<file path="src/rtl/desk_queue_scheduler.sv">
// Two-attendant reception desk scheduler: in-order query queue, A/B routing, per-attendant service timers.
// Accept-to-grant latency is 2 edges minimum; req_ready depends only on the registered occupancy.
module desk_queue_scheduler #(
  parameter int DEPTH          = 4,
  parameter int SERVICE_CYCLES = 15,
  parameter int TICKET_W       = 4
) (
  input  logic                    clk,
  input  logic                    rst,
  input  logic                    req_valid,
  input  logic [1:0]              req_query,
  output logic                    req_ready,
  output logic [TICKET_W-1:0]     req_ticket,
  output logic                    grant_valid,
  output logic [1:0]              grant_msg,
  output logic [TICKET_W-1:0]     grant_ticket,
  output logic                    busy_a,
  output logic                    busy_b,
  output logic                    done_a,
  output logic                    done_b,
  output logic [$clog2(DEPTH):0]  queue_count
);

  localparam int PW = $clog2(DEPTH);
  localparam int CW = PW + 1;
  localparam int EW = TICKET_W + 2;
  localparam logic [CW-1:0] DEPTH_C = CW'(DEPTH);
  localparam logic [7:0]    SVC     = 8'(SERVICE_CYCLES);

  logic [EW-1:0]       mem [DEPTH];
  logic [PW-1:0]       wr_ptr, rd_ptr;
  logic [CW-1:0]       count;
  logic [TICKET_W-1:0] ticket;
  logic [7:0]          cnt_a, cnt_b;
  logic [EW-1:0]       head;
  logic                accept, dispatch, pick_a, pick_b, free_a, free_b;

  assign req_ready   = (count < DEPTH_C);
  assign req_ticket  = ticket;
  assign queue_count = count;
  assign busy_a      = (cnt_a != 8'd0);
  assign busy_b      = (cnt_b != 8'd0);
  assign done_a      = (cnt_a == 8'd1);
  assign done_b      = (cnt_b == 8'd1);
  assign accept      = req_valid && req_ready;
  assign dispatch    = pick_a || pick_b;

  // Only the head is considered; a blocked head stalls everything behind it.
  always_comb begin
    head   = mem[rd_ptr];
    free_a = (cnt_a == 8'd0);
    free_b = (cnt_b == 8'd0);
    pick_a = 1'b0;
    pick_b = 1'b0;
    if (count != '0) begin
      case (head[EW-1:TICKET_W])
        2'b00:   pick_a = free_a;
        2'b11:   pick_b = free_b;
        default: begin
          pick_a = free_a;
          pick_b = !free_a && free_b;
        end
      endcase
    end
  end

  always_ff @(posedge clk) begin
    if (accept) mem[wr_ptr] <= {req_query, ticket};
  end

  always_ff @(posedge clk or posedge rst) begin
    if (rst) begin
      wr_ptr       <= '0;
      rd_ptr       <= '0;
      count        <= '0;
      ticket       <= '0;
      cnt_a        <= 8'd0;
      cnt_b        <= 8'd0;
      grant_valid  <= 1'b0;
      grant_msg    <= 2'b00;
      grant_ticket <= '0;
    end else begin
      if (accept) begin
        wr_ptr <= wr_ptr + 1'b1;
        ticket <= ticket + 1'b1;
      end
      if (dispatch) rd_ptr <= rd_ptr + 1'b1;
      case ({accept, dispatch})
        2'b10:   count <= count + 1'b1;
        2'b01:   count <= count - 1'b1;
        default: count <= count;
      endcase
      if (pick_a)      cnt_a <= SVC;
      else if (busy_a) cnt_a <= cnt_a - 8'd1;
      if (pick_b)      cnt_b <= SVC;
      else if (busy_b) cnt_b <= cnt_b - 8'd1;
      grant_valid  <= dispatch;
      grant_msg    <= {pick_b, pick_a};
      grant_ticket <= dispatch ? head[TICKET_W-1:0] : '0;
    end
  end

endmodule

</file>
<file path="config.mk">
export PLATFORM = sky130hd
export DESIGN_NAME = desk_queue_scheduler
export DESIGN_NICKNAME = d
export VERILOG_FILES = /design/src/rtl/desk_queue_scheduler.sv
export SDC_FILE = /design/constraint.sdc
export NUM_CORES = 1
export LEC_CHECK = 0
export ABC_CLOCK_PERIOD_IN_PS = 3370
export CORE_MARGIN = 5
export CORE_UTILIZATION = 50
export DETAILED_ROUTE_END_ITERATION = 7
export GPL_ROUTABILITY_DRIVEN = 0
export PLACE_DENSITY = 0.71
export SYNTH_ARGS = -nofsm -noshare
export SYNTH_HDL_FRONTEND = slang
export SYNTH_SLANG_ARGS = --single-unit
</file>
<file path="constraint.sdc">
create_clock -name clk -period 3.37 [get_ports clk]
set_input_delay 0.674 -clock clk [delete_from_list [all_inputs] [get_ports clk]]
set_output_delay 0.674 -clock clk [all_outputs]
set_load 0.005 [all_outputs]
</file>
==> run_results.csv <==
group,metric,value,unit
clocking,post_cts_resized,0,
floorplanning,start_util,51.0,%
setup_path,worstPathArrival,3310,ps
clocking,cts_buffer_depth,2,
global_routing,gr-total-overflow,0,
setup_path,startpoint_type,"flip-flop",
power_and_ir_drop,p_sw_share,32.8,%
layout,mostFrequentLayoutCell,"dfrtp_1",
sta,post-route-min-period,3060,ps
place,placed_cell_area,2930,um^2
sta,hold_violations,0,
sta,rsz0062_at_grt,"no",
clocking,clk_pin_slew,70,ps
yosys,synth_cell_type_count,41,
sta,finalMaxSlewViolations,0,
setup_path,cpLargestDelayFamily,"adder cells",
place,portBuffers,23,
floorplanning,rows,26,
status,status,"finished, final reports clean",
clocking,cts_tree,"yes",
floorplanning,die_w,82.0,um
clocking,holdBufCountCts,0,
setup_path,worstPathRequired,3620,ps
layout,drive_gt1_share,15.7,%
layout,mostFrequentLayoutCells,"34 x dfrtp_1, 24 x edfxtp_1, 23 x clkdlybuf4s50_1",
yosys,synth_cells,182,
power_and_ir_drop,seq_power_share,44.1,%
yosys,avgSynthCellArea,14.2,um^2
floorplanning,coreArea,5070,um^2
power_and_ir_drop,vdd_ir_drop_max,463,uV
global_routing,grt_pass1_wl,7620,um
floorplanning,top_level_ports,24,
detailed_routing,firstDrtPassIters,2,
sta,final.setup.tns,0,ps
sta,fmaxAchievable,327,MHz
floorplanning,dieArea,6720,um^2
layout,fillers,418,
sta,fin_crit_sh,90.7,%
setup_path,path_max_fanout,6,
setup_path,crit_slowest_cell,"mux4_2",
sta,timing.slew.headroom,65.6,%
place,dp_hpwl,3180,um
power_and_ir_drop,comb_power_share,31.9,%
clocking,htree_levels,3,
layout,nets,237,
setup_path,critical_path_buf_inv_count,2,
power_and_ir_drop,clkPwrFrac,24.0,%
yosys,async_flop_share,58.6,%
clocking,post_cts_buffers,0,
clocking,clock_sinks,58,
power_and_ir_drop,power_leakage,1.26,nW
global_routing,antenna_found_initial,0,
clocking,cts-root-buf,"clkbuf_8",
setup_path,path_class,"reg -> reg",
detailed_routing,drt_iter0_drc,77,
hold_path,hold_path_class,"reg -> reg",
layout,final_core_util,61.9,%
setup_path,cp_cell_sequence,"mux4_2 > ha_1 > o32ai_1 > a41oi_2 > a31oi_4 > inv_1 > ha_1 > inv_1 > fa_1 > xor2_1 > nor2_1 > xnor2_1",
detailed_routing,vias,1476,
job,maxCapViolCount,0,
yosys,ys_seq_area_share,60.7,%
detailed_routing,antenna_left,0,
yosys,yosys_most_used_dff,"dfrtp_1",
clocking,cts_buffers,9,
power_and_ir_drop,power_density,893,nW/um^2
sta,finalSetupViolCount,0,
setup_path,r2r_slack,310,ps
yosys,synth_seq_cells,58,
yosys,netlist_area,2590,um^2
power_and_ir_drop,intPower,1.88,mW
detailed_routing,drt_wl_total,4390,um
layout,syn2layout_area_growth,21.3,%
detailed_routing,remaining_drc_errors,0,
layout,n_antenna_cell,0,
sta,holdWs,515,ps
layout,postLayoutCellArea,3140,um^2
yosys,synth_nets,201,
setup_path,slowest_delay,520,ps
sta,tightestPinTransition,503,ps
yosys,synth-edff-count,24,
yosys,yosys_warnings,0,
global_routing,grt_usage,15.8,%
setup_path,cp-end-kind,"flip-flop",
clocking,worstSkewPairLatency,330,ps
detailed_routing,wl_per_cell,15.0,um
detailed_routing,viasPerCell,5.04,
global_routing,grt_max_degree,35,
global_routing,grt_pass1_vias,1597,
power_and_ir_drop,p_switching,0.920,mW
sta,fin_skew,10.7,ps
floorplanning,die_height,82.0,um
layout,seqCellArea,1570,um^2
layout,multi_input_area,946,um^2
## per-stage QoR
step / instances / power [mW] / setup WS [ps]
5_1_grt: 293 / 3.00 / 112
4_1_cts: 293 / 2.84 / 294
3_3_place_gp: 277 / 2.09 / 420
6_report: 293 / 2.80 / 312
3_5_place_dp: 277 / 2.15 / 316
2_1_floorplan: 182 / 1.83 / 359
## kinds of logic (layout without fill, tap and decap cells)
family,count (synthesis),after routing,synth area share [%]
compound gates,14,14,4.44
xor+xnor,17,17,5.75
fa+ha+maj,14,14,7.05
buf+inv,19,60,2.80
flops,58,58,60.7
mux,11,11,7.29
simple gates,49,49,12.0
## synth_stat cells, types with 2 or more instances
master | number | share of area (%)
dfrtp_1 | 34 | 33
edfxtp_1 | 24 | 28
inv_1 | 15 | 2.2
ha_1 | 13 | 6.3
xnor2_1 | 13 | 4.4
nor2_1 | 8 | 1.2
mux4_2 | 6 | 5.2
nor3_1 | 6 | 1.2
and2_1 | 5 | 1.2
nand3_1 | 5 | 0.97
nor2b_1 | 5 | 1.2
a21oi_1 | 4 | 0.77
xor2_1 | 4 | 1.4
and3_1 | 3 | 0.72
mux2_2 | 3 | 1.3
nand2_1 | 3 | 0.43
nand2b_1 | 3 | 0.72
a22oi_1 | 2 | 0.58
mux2i_1 | 2 | 0.77
nand4_1 | 2 | 0.48
nor4_1 | 2 | 0.48
## worst paths after layout
kind | from | end | cells after the start
hold reg to reg | cnt_b[5] | cnt_b[5] | 1
setup / recovery | rd_ptr[0] | queue_count[2] | 12
hold / removal | cnt_b[5] | cnt_b[5] | 1
min in group asynchronous | rst | cnt_b[3] | 3
max in group asynchronous | rst | cnt_a[0] | 3
setup reg to reg | rd_ptr[0] | queue_count[2] | 12
## metal layers
layer  vias to the layer above  GRT usage (%)  part of all wire, %  wire length (um)
li1                        720              -                    -                 -
met1                       724           18.5                   43              1900
met2                        23           25.7                   51              2240
met3                         9           4.93                  3.7               162
met4                         0           8.97                  2.0                86
met5                         -              0                    0                 0
## area by class of cell
class                      instances  share of cell area [%]
sequential                        58                    50.0
multi-input combinational        105                    30.1
timing repair buffer              28                    8.52
clock buffer                      10                    4.06
tap                               70                    2.79
clock inverter                     6                    2.59
inverter                          16                    1.91
## power by group through the flow
| stage | clock (mW) | combinational (mW) | sequential [mW] |
|---|---|---|---|
| 5_1_grt | 0.725 | 1.00 | 1.28 |
| 3_3_place_gp | 0 | 0.865 | 1.23 |
| 6_report | 0.673 | 0.894 | 1.24 |
| 2_1_floorplan | 0 | 0.659 | 1.17 |
| 3_5_place_dp | 0 | 0.901 | 1.25 |
| 4_1_cts | 0.688 | 0.912 | 1.24 |
## sequential cells by signal (all words and copies together), names as in the netlist
signal	flops
queue_count	3
grant_ticket	4
rd_ptr	2
req_ticket	4
grant_valid	1
cnt_b	8
grant_msg	2
wr_ptr	2
mem	24
cnt_a	8
(Power assumes the default switching activity.)
